==> config.mk <==
export PLATFORM = sky130hd
export DESIGN_NAME = rc_filter_mc
export DESIGN_NICKNAME = d
export VERILOG_FILES = /design/src/rtl/rc_filter_mc.sv
export SDC_FILE = /design/constraint.sdc
export NUM_CORES = 2
export LEC_CHECK = 0
export ABC_AREA = 1
export BUFFER_PORTS_ARGS = -buffer_cell sky130_fd_sc_hd__clkbuf_2
export CORE_MARGIN = 3
export CORE_UTILIZATION = 50
export CTS_CLUSTER_DIAMETER = 80
export CTS_CLUSTER_SIZE = 40
export DETAILED_ROUTE_END_ITERATION = 12
export PLACE_DENSITY = 0.74
export SETUP_SLACK_MARGIN = 0.3
export SLEW_MARGIN = 20
export SYNTH_ARGS = -nofsm -noshare
export SYNTH_HDL_FRONTEND = slang
export SYNTH_SLANG_ARGS = --single-unit
==> constraint.sdc <==
create_clock -name clk -period 11.9 [get_ports clk]
set_input_delay 2.38 -clock clk [delete_from_list [all_inputs] [get_ports clk]]
set_output_delay 2.38 -clock clk [all_outputs]
set_load 0.005 [all_outputs]
==> src/rtl/rc_filter_mc.sv <==
// rc_filter_mc
//   Multi-channel, runtime-programmable single-pole IIR (RC) low-pass filter
//   with an optional second cascaded pole per channel. All channels run in
//   parallel and share one coefficient, alpha = coef / 2^FRAC.
//
//   Pipeline (one sample per cycle, fixed 4-edge latency):
//     edge k   : register sample (x_r), latch coef_active
//     edge k+1 : update pole P1
//     edge k+2 : update pole P2, capture rounded P1 output
//     edge k+3 : select and register out_data, out_valid = 1
//
// Ports
//   clk        : clock
//   reset      : asynchronous, active-low reset
//   in_valid   : qualifies in_data
//   in_data    : packed signed samples, channel c at [c*ADC_WIDTH +: ADC_WIDTH]
//   coef_in    : new coefficient (unsigned)
//   coef_we    : write strobe for coef_in into the shadow register
//   order      : 0 = one pole, 1 = two cascaded poles
//   bypass     : 1 = output the delayed raw input
//   clear      : synchronous clear of all filter state and pipeline valids
//   out_valid  : one-cycle strobe per filtered sample
//   out_data   : packed signed results, same packing as in_data
module rc_filter_mc #(
    parameter int ADC_WIDTH  = 14,
    parameter int CHANNELS   = 2,
    parameter int FRAC       = 32,
    parameter int COEF_WIDTH = 16,
    parameter int A_DEFAULT  = 343
) (
    input  logic                          clk,
    input  logic                          reset,
    input  logic                          in_valid,
    input  logic [CHANNELS*ADC_WIDTH-1:0] in_data,
    input  logic [COEF_WIDTH-1:0]         coef_in,
    input  logic                          coef_we,
    input  logic                          order,
    input  logic                          bypass,
    input  logic                          clear,
    output logic                          out_valid,
    output logic [CHANNELS*ADC_WIDTH-1:0] out_data
);

    localparam int ACC_W = ADC_WIDTH + FRAC + 1;
    // One extra bit so the full-precision product always fits before it is
    // added to the accumulator (COEF_WIDTH may equal FRAC).
    localparam int EXT_W = ACC_W + 1;

    localparam logic [COEF_WIDTH-1:0]       COEF_RST = COEF_WIDTH'(A_DEFAULT);
    localparam logic signed [ACC_W:0]       HALF     = (ACC_W+1)'(1) <<< (FRAC-1);
    localparam logic signed [ADC_WIDTH+1:0] Y_MAX    = (ADC_WIDTH+2)'((1 << (ADC_WIDTH-1)) - 1);

    typedef logic signed [ADC_WIDTH-1:0] sample_t;
    typedef logic signed [ACC_W-1:0]     acc_t;

    // Next accumulator value of one pole. An unprimed pole preloads with the
    // input so a small alpha does not produce a long start-up ramp.
    function automatic acc_t pole_next(input acc_t acc, input sample_t x,
                                       input logic [COEF_WIDTH-1:0] coef,
                                       input logic primed);
        acc_t                      pre;
        logic signed [ADC_WIDTH:0] fb;
        logic signed [ADC_WIDTH:0] diff;
        logic signed [EXT_W-1:0]   prod;
        logic signed [EXT_W-1:0]   sum;
        pre  = {{(ACC_W-ADC_WIDTH){x[ADC_WIDTH-1]}}, x};
        fb   = (ADC_WIDTH+1)'(acc >>> FRAC);          // floor of the integer part
        diff = {x[ADC_WIDTH-1], x} - fb;
        // Both operands are extended to EXT_W, so the low EXT_W bits of the
        // unsigned product equal the signed product (coef is zero-extended).
        prod = {{(EXT_W-ADC_WIDTH-1){diff[ADC_WIDTH]}}, diff}
             * {{(EXT_W-COEF_WIDTH){1'b0}}, coef};
        sum  = {acc[ACC_W-1], acc} + prod;
        return primed ? acc_t'(sum) : (pre <<< FRAC);
    endfunction

    // Round half up to an integer sample; only positive overflow can occur.
    function automatic sample_t round_sat(input acc_t acc);
        logic signed [ACC_W:0]       biased;
        logic signed [ADC_WIDTH+1:0] r;
        biased = {acc[ACC_W-1], acc} + HALF;
        r      = (ADC_WIDTH+2)'(biased >>> FRAC);
        if (r > Y_MAX) begin
            r = Y_MAX;
        end
        return sample_t'(r);
    endfunction

    logic                  v1, v2, v3;
    logic                  primed1, primed2;
    logic [COEF_WIDTH-1:0] coef_shadow, coef_active, coef_p2;

    sample_t x_r  [CHANNELS];
    sample_t x_d1 [CHANNELS];
    sample_t x_d2 [CHANNELS];
    sample_t y1_d [CHANNELS];
    acc_t    acc1 [CHANNELS];
    acc_t    acc2 [CHANNELS];

    sample_t                       in_samp  [CHANNELS];
    sample_t                       y1       [CHANNELS];
    sample_t                       y2       [CHANNELS];
    acc_t                          acc1_nxt [CHANNELS];
    acc_t                          acc2_nxt [CHANNELS];
    logic [CHANNELS*ADC_WIDTH-1:0] out_nxt;

    // Coefficient path. coef_active is reloaded only on accepted samples, so
    // every channel switches on the same sample; a write arriving together
    // with a sample lands in the shadow after the active copy took the old
    // value. coef_p2 travels with the sample into the second pole so both
    // poles of one sample use the same coefficient.
    always_ff @(posedge clk or negedge reset) begin
        // NOTE: sequential state uses non-blocking assignments only, so every
        // register samples the pre-edge values of its neighbours.
        if (!reset) begin
            coef_shadow <= COEF_RST;
            coef_active <= COEF_RST;
            coef_p2     <= COEF_RST;
        end else begin
            if (coef_we) begin
                coef_shadow <= coef_in;
            end
            if (in_valid && !clear) begin
                coef_active <= coef_shadow;
            end
            if (v1 && !clear) begin
                coef_p2 <= coef_active;
            end
        end
    end

    // Pipeline valids and the shared primed flags; clear has top priority.
    always_ff @(posedge clk or negedge reset) begin
        if (!reset) begin
            v1        <= 1'b0;
            v2        <= 1'b0;
            v3        <= 1'b0;
            out_valid <= 1'b0;
            primed1   <= 1'b0;
            primed2   <= 1'b0;
        end else if (clear) begin
            v1        <= 1'b0;
            v2        <= 1'b0;
            v3        <= 1'b0;
            out_valid <= 1'b0;
            primed1   <= 1'b0;
            primed2   <= 1'b0;
        end else begin
            v1        <= in_valid;
            v2        <= v1;
            v3        <= v2;
            out_valid <= v3;
            if (v1) begin
                primed1 <= 1'b1;
            end
            if (v2) begin
                primed2 <= 1'b1;
            end
        end
    end

    always_comb begin
        // NOTE: every combinational output gets a value on every path (default
        // first, then full per-channel assignment), so no latch is inferred.
        out_nxt = '0;
        for (int c = 0; c < CHANNELS; c++) begin
            in_samp[c]  = in_data[c*ADC_WIDTH +: ADC_WIDTH];
            y1[c]       = round_sat(acc1[c]);
            y2[c]       = round_sat(acc2[c]);
            acc1_nxt[c] = pole_next(acc1[c], x_r[c], coef_active, primed1);
            // P2 consumes the rounded P1 output of the same sample, which is
            // what acc1 holds one edge after the P1 update.
            acc2_nxt[c] = pole_next(acc2[c], y1[c], coef_p2, primed2);
            if (bypass) begin
                out_nxt[c*ADC_WIDTH +: ADC_WIDTH] = x_d2[c];
            end else if (order) begin
                out_nxt[c*ADC_WIDTH +: ADC_WIDTH] = y2[c];
            end else begin
                out_nxt[c*ADC_WIDTH +: ADC_WIDTH] = y1_d[c];
            end
        end
    end

    // Per-channel data path. Filter state keeps updating in bypass mode so
    // leaving bypass continues from an unbroken state.
    always_ff @(posedge clk or negedge reset) begin
        if (!reset) begin
            // NOTE: the accumulator arrays are architectural state and must
            // start at zero; the sample pipeline is reset as well so out_data
            // never carries undefined values after reset.
            for (int c = 0; c < CHANNELS; c++) begin
                x_r[c]  <= '0;
                x_d1[c] <= '0;
                x_d2[c] <= '0;
                y1_d[c] <= '0;
                acc1[c] <= '0;
                acc2[c] <= '0;
            end
            out_data <= '0;
        end else begin
            for (int c = 0; c < CHANNELS; c++) begin
                if (clear) begin
                    acc1[c] <= '0;
                    acc2[c] <= '0;
                end else begin
                    if (in_valid) begin
                        x_r[c] <= in_samp[c];
                    end
                    if (v1) begin
                        acc1[c] <= acc1_nxt[c];
                        x_d1[c] <= x_r[c];
                    end
                    if (v2) begin
                        acc2[c] <= acc2_nxt[c];
                        x_d2[c] <= x_d1[c];
                        y1_d[c] <= y1[c];
                    end
                end
            end
            // out_data holds between strobes, including across a clear.
            if (v3 && !clear) begin
                out_data <= out_nxt;
            end
        end
    end

endmodule
After elaboration in Yosys (flattened, before gate mapping) --
Cells that the tools add are included.
Word-level totals: memories 0, output and inout bits 29, latch bits 0, memory bits (read-only) 0, bits in registers 382, logic and storage cells 80, RAM bits 0, input port bits 51
Operators by class: equal/unequal tests 0, shift operators 0, muxes and demuxes 28, order comparisons 4, bitwise operators 1, divide/modulo/power cells 0, reduce and logical (&&, ||, !) cells 9, $add $sub $neg 12, multipliers 4
Operators by type and width (number):
- 47-bit 2-to-1 mux | 12
- 47-bit by 33-bit adder with 48-bit output (second input constant) | 4
- 47-bit by 32-bit adder with 47-bit output | 4
- 15-bit by 17-bit multiplier with 32-bit output | 4
- 14-bit 2-to-1 mux | 8
- 16-bit by 14-bit greater-than comparator with 1-bit output (second input constant) | 4
- 15-bit subtractor | 4
- 1-bit 2-to-1 mux | 8
- 2-bit AND reduction | 3
- 2-bit nonzero test | 2
- 1-bit logical AND | 3
- 1-bit zero test | 1
- 1-bit inverter | 1

Logic depth before layout (Yosys ltp) --
word-level depth 9, depth in mapped cells 51, gate-level depth less buffers 50

Worst setup path after synthesis --
No wires, ideal clock.
path type flip-flop to flip-flop, start point register acc1[79] in the netlist's numbering, end point register acc2[81] in the netlist's numbering, library setup time 0.117 ns, clock period less this slack 7.878 ns, path buffers 2, cell stages (with the launch flop) 45, data arrival time 7.762 ns, data required time 11.783 ns, slack 4.022 ns, path through dfrtp_1 > ha_1 > inv_1 > nor4_4 > nand3_1 > o21ai_1 > nand2_1 > buf_6 > nand2_1 > inv_1 > ha_1 > fa_1 > nor3_1 > nor2_1 > inv_1 > or2_2 > nand2_1 > inv_1 > [9 not listed] > fa_1 > inv_1 > fa_1 > inv_1 > ha_1 > nand2_1 > nor2_1 > inv_1 > nor2_1 > nand2_1 > nand3_1 > nand2_1 > nand2_1 > nand2_1 > nand3_1 > nand3_1 > nand2_1 > nand2_1
On the way: word-level cells in the longest chain between the ends 9
Ends and longest elaborated chain:
- from (decl) | RTL line 97 | acc_t acc1 [CHANNELS];
- from (signal, indexed assignment) | RTL line 210 | acc1[c] <= acc1_nxt[c];
- 47-bit by 33-bit adder with 48-bit output * | RTL line 81 | biased = {acc[ACC_W-1], acc} + HALF;
- 16-bit by 14-bit greater-than comparator with 1-bit output | RTL line 83 | if (r > Y_MAX) begin
- 14-bit 2-to-1 mux * | RTL line 83
- 15-bit subtractor | RTL line 68 | diff = {x[ADC_WIDTH-1], x} - fb;
- 15-bit by 17-bit multiplier with 32-bit output | RTL line 72 | * {{(EXT_W-COEF_WIDTH){1'b0}}, coef};
- 47-bit by 32-bit adder with 47-bit output | RTL line 73 | sum = {acc[ACC_W-1], acc} + prod;
- 47-bit 2-to-1 mux * | RTL line 74 | return primed ? acc_t'(sum) : (pre <<< FRAC);
- 47-bit 2-to-1 mux * | RTL line 213 | if (v2) begin
- 47-bit 2-to-1 mux * | RTL line 202 | if (clear) begin
- to (signal, indexed assignment) | RTL line 214 | acc2[c] <= acc2_nxt[c];
- to (decl) | RTL line 98 | acc_t acc2 [CHANNELS];
Mark *: on every way between the ends. The rest lies on a longest branch, timed or not. The select of a mux whose other input is x is not followed. A chain may end at the register's enable or synchronous reset.

==> summary.md <==
| Metric | Value |
|---|---|
| Fraction of synthesis flops using an asynchronous set or reset pin | 1.00 |
| Tightest Pin Transition | ~1.1 ns |
| Slowest cell on crit path | sky130_fd_sc_hd__o21ai_0 |
| Fraction of layout cells with a size suffix above 1 | 0.0387 |
| Count of nets after finishing | approximately 11k |
| Yosys warning count | 0 |
| Setup slack after placement | roughly 2.3 ns |
| CTS tree | built |
| RSZ-0062 raised after global routing | false |
| Number of antenna violations at the first check in global routing | 9 |
| Result of the run | completed |
| Clk_skew | about 0.058 ns |
| Detailed-routing iteration count for the pre-antenna-repair pass | 6 |
| Maximum cell stage delay along the critical path | 0.63 ns |
| Yosys cell types | 48 |
| Area share of the largest cell type after synthesis | 0.262 |
| Cell occurring most often along the worst timing path | sky130_fd_sc_hd__nand2_1 |
| Maximum clock insertion buffer count | 3 |
| Worst Setup EP | acc2[33] |
| Ratio of final minimum period to clock period | 0.824 |
| Avg Synthesized Cell Area | between 7 and 8 sq um |
| Clock transition at the registers of the reported paths | roughly 0.11 ns |
| Number of post-CTS setup repair buffers | 0 |
| Half-perimeter wire length of the detailed placement result | 187000 um |
| CP startpoint | acc1[32] |
| Clk sinks | ~380 |
| Setup Total Neg Slack | 0 ns |
| CTS H-tree depth | 2 |
| Average vias per placed instance | between 5 and 6 |
| Overall die width | 366 um |
| Type of origin of the critical path | flop |
| Vias in the first global route | 59.9k |
| Number of buffers created by CTS | 40 |
| Weighted congestion at the end of routability-driven global placement | 0.997 |
| Routed WL per cell | 21.6 um |
| Number of flops mapped to enable cells by yosys | 0 |
| Register area share after synthesis | 0.148 |
| Placement Rows | around 130 |
| Y dimension of the die | about 370 um |
| Die area | 134000 sq um |
| Max_slew headroom | 0.239 |
| Met1 demand-to-capacity share in global routing | 0.455 |
| Global routing met3 resource utilization | 0.0537 |
| Reg2reg end | acc2[33] |
| Crit Path Category | reg2reg |
| Commonest register cell after synthesis | sky130_fd_sc_hd__dfrtp_1 |
| Cts-stage hold buffer count | 0 |
| Maximum number of pins on one net before global-route repair | around 160 |
| Effective utilization at floorplan | 0.506 |
| CTS root buffer | sky130_fd_sc_hd__clkbuf_16 |
| Maximum capacitance violations | 0 |
| IO Count | 80 |
| Count of final setup violators | 0 |
| Count of filler cells inserted in the layout | between 10k and 15k |
| Vias post-DR | around 59k |
| Global routing usage summed across all routing layers | 0.346 |
| Floorplan core area | 128000 sq um |
| GRT overflow | 0 |
| PortBufs | just under 80 |
| DRC marker count from the first detailed-route iteration | 5627 |
| First-pass GRT wire length | 355000 um |
| Layer carrying the most global-route usage | met2 |
| Required time of the critical path | approximately 12 ns |
| Insertion delay of the later-clocked pin in the worst-skew pair | slightly below 0.7 ns |
| DRC violation count after routing | 0 |
| Cell Area, Synth | 64700 sq um |
| Number of standard cells after synthesis | between 9k and 10k |
| Launching point of the worst reg2reg path | acc1[32] |
| Library cell occupying the most area in the post-synthesis netlist | sky130_fd_sc_hd__fa_1 |
| Final Slew Violations | 0 |
| Post-cts sizing count | 0 |
| Worst EP arrival | slightly above 10 ns |
| Total Wirelength | 232000 um |
| Global routing usage on met2 | 0.548 |
| Area growth from synthesis to layout | 5.41% |
| FMAX | roughly 0.1 GHz |
| Setup slack on the worst flop-to-flop path | roughly 2.1 ns |
| WHS Path Cells | 2 |
| Final hold violation count | 0 |
| Count of placed standard cells including taps | 10.7k |
| Post-route non-filler standard cell count | ~11k |
| Remaining antenna violation count | 0 |
| Number of register bits inferred by synthesis | between 300 and 400 |
| Clock period minus final worst setup slack | just under 10 ns |
| Crit path max fanout | 21 |
| Hold/Removal Path Class | reg2reg |
| Minimum setup slack in the final design | 2.10 ns |
| Reg2reg path depth | about 40 |
| Most area-consuming cells after synthesis | sky130_fd_sc_hd__fa_1 (26%), sky130_fd_sc_hd__nand2_1 (15%), sky130_fd_sc_hd__dfrtp_1 (14%), sky130_fd_sc_hd__ha_1 (13%), sky130_fd_sc_hd__inv_1 (11%) |
| Post-synth net total | 10.6k |
| Endpoint kind of the worst setup timing path | flop |
## cells in the final DEF (no fill, tap or decap), types with 7 or more instances in the layout
master	n
sky130_fd_sc_hd__nand2_1	2662
sky130_fd_sc_hd__nand2_2	31
sky130_fd_sc_hd__dfstp_2	18
sky130_fd_sc_hd__fa_1	848
sky130_fd_sc_hd__o21ai_1	10
sky130_fd_sc_hd__a21oi_1	330
sky130_fd_sc_hd__nor4_1	7
sky130_fd_sc_hd__nor3_1	33
sky130_fd_sc_hd__nand3b_1	10
sky130_fd_sc_hd__xor2_1	38
sky130_fd_sc_hd__inv_6	8
sky130_fd_sc_hd__clkbuf_2	78
sky130_fd_sc_hd__dfrtp_1	361
sky130_fd_sc_hd__buf_4	46
sky130_fd_sc_hd__a21boi_0	11
sky130_fd_sc_hd__o21bai_1	29
sky130_fd_sc_hd__clkbuf_16	41
sky130_fd_sc_hd__nor2_1	768
sky130_fd_sc_hd__clkinv_8	9
sky130_fd_sc_hd__or2_2	48
sky130_fd_sc_hd__nor2_4	9
sky130_fd_sc_hd__nand4_1	69
sky130_fd_sc_hd__nand3_1	360
sky130_fd_sc_hd__o21ai_0	406
sky130_fd_sc_hd__a21o_1	18
sky130_fd_sc_hd__inv_2	13
sky130_fd_sc_hd__clkinv_1	20
sky130_fd_sc_hd__nor2_2	10
sky130_fd_sc_hd__xnor2_1	11
sky130_fd_sc_hd__a22o_1	12
sky130_fd_sc_hd__o22ai_1	9
sky130_fd_sc_hd__inv_1	1926
sky130_fd_sc_hd__ha_1	696
## cell type report
class                      count  area, sq um  area share
antenna                        4         10.0    0.000147
clock buffer                  42         1030      0.0151
clock inverter                32          458     0.00671
inverter                    1960         7360       0.108
multi-input combinational   6464        46800       0.686
sequential                   382         9590       0.140
tap                         1729         2160      0.0317
timing repair buffer         127          791      0.0116
## per-layer routing
layer	vias to the layer above	part of all wire
li1	27200	-
met1	28300	0.40
met2	2840	0.45
met3	648	0.085
met4	6	0.065
met5	-	0.00013
## sequential cells by signal, summed over array words and instances (netlist names)
name         count
x_d1            28
coef_shadow     16
coef_p2         16
v2               1
y1_d            28
v3               1
primed2          1
acc2            94
coef_active     16
primed1          1
out_data        28
out_valid        1
v1               1
x_d2            28
x_r             28
acc1            94
## synth_stat cells (7+ instances only)
cell type and n:
sky130_fd_sc_hd__a21o_1 18, sky130_fd_sc_hd__inv_1 1927, sky130_fd_sc_hd__nand3_1 360, sky130_fd_sc_hd__a21oi_1 330, sky130_fd_sc_hd__nor2_1 771, sky130_fd_sc_hd__clkbuf_1 205, sky130_fd_sc_hd__xor2_1 38, sky130_fd_sc_hd__dfstp_2 18
sky130_fd_sc_hd__nor4_1 7, sky130_fd_sc_hd__xnor2_1 11, sky130_fd_sc_hd__inv_2 14, sky130_fd_sc_hd__o21bai_1 29, sky130_fd_sc_hd__nor2_2 13, sky130_fd_sc_hd__nand2_2 29, sky130_fd_sc_hd__ha_1 696, sky130_fd_sc_hd__or2_2 48
sky130_fd_sc_hd__a22o_1 12, sky130_fd_sc_hd__fa_1 848, sky130_fd_sc_hd__nand3b_1 10, sky130_fd_sc_hd__a21boi_0 11, sky130_fd_sc_hd__buf_2 26, sky130_fd_sc_hd__o21ai_1 10, sky130_fd_sc_hd__dfrtp_1 364, sky130_fd_sc_hd__nand4_1 69
sky130_fd_sc_hd__nand2_1 2664, sky130_fd_sc_hd__clkinv_1 19, sky130_fd_sc_hd__o22ai_1 9, sky130_fd_sc_hd__nor3_1 33, sky130_fd_sc_hd__o21ai_0 406
## worst max-delay path: cells and delay by family, from the launching register on
kind / cells / cell delay, ns
DFF: 1 / 0.49
buffers and inverters: 6 / 0.87
adders and majority gates: 9 / 3.99
and+or+nand+nor: 23 / 3.13
AOI/OAI and AO/OA: 3 / 1.14
## through the flow
step	hold slack, ns	instance area, sq um	util
finish	0.485	68200	0.533
global route	0.504	68200	0.533
CTS	0.487	68200	0.533
detailed placement	0.465	66700	0.521
global placement	0.463	66700	0.521
floorplan	0.448	64700	-
## cell families (layout without fill, tap and decap cells)
logic type,after synthesis,count (layout),share of synthesized area
adders and majority gates,1544,1544,0.397
other,0,4,0
DFF,382,382,0.148
and+or+nand+nor,4027,4027,0.250
AOI/OAI and AO/OA,844,844,0.0693
buffers and inverters,2204,2161,0.129
xor gates and xnor gates,49,49,0.00663
## how the worst min path moves through the flow
stage / startpoint / to / slack (ns)
2_1_floorplan: x_d2[13] / x_d2[13] / 0.45
3_3_place_gp: y1_d[23] / y1_d[23] / 0.46
3_5_place_dp: out_data[23] / out_data[23] / 0.47
4_1_cts: out_data[4] / out_data[4] / 0.49
5_1_grt: out_data[15] / out_data[15] / 0.50
6_report: coef_shadow[8] / coef_shadow[8] / 0.49
Power is left out: the tool's default activity adds up to more than one toggle a clock period on the data nets, which glitch-free logic cannot reach.
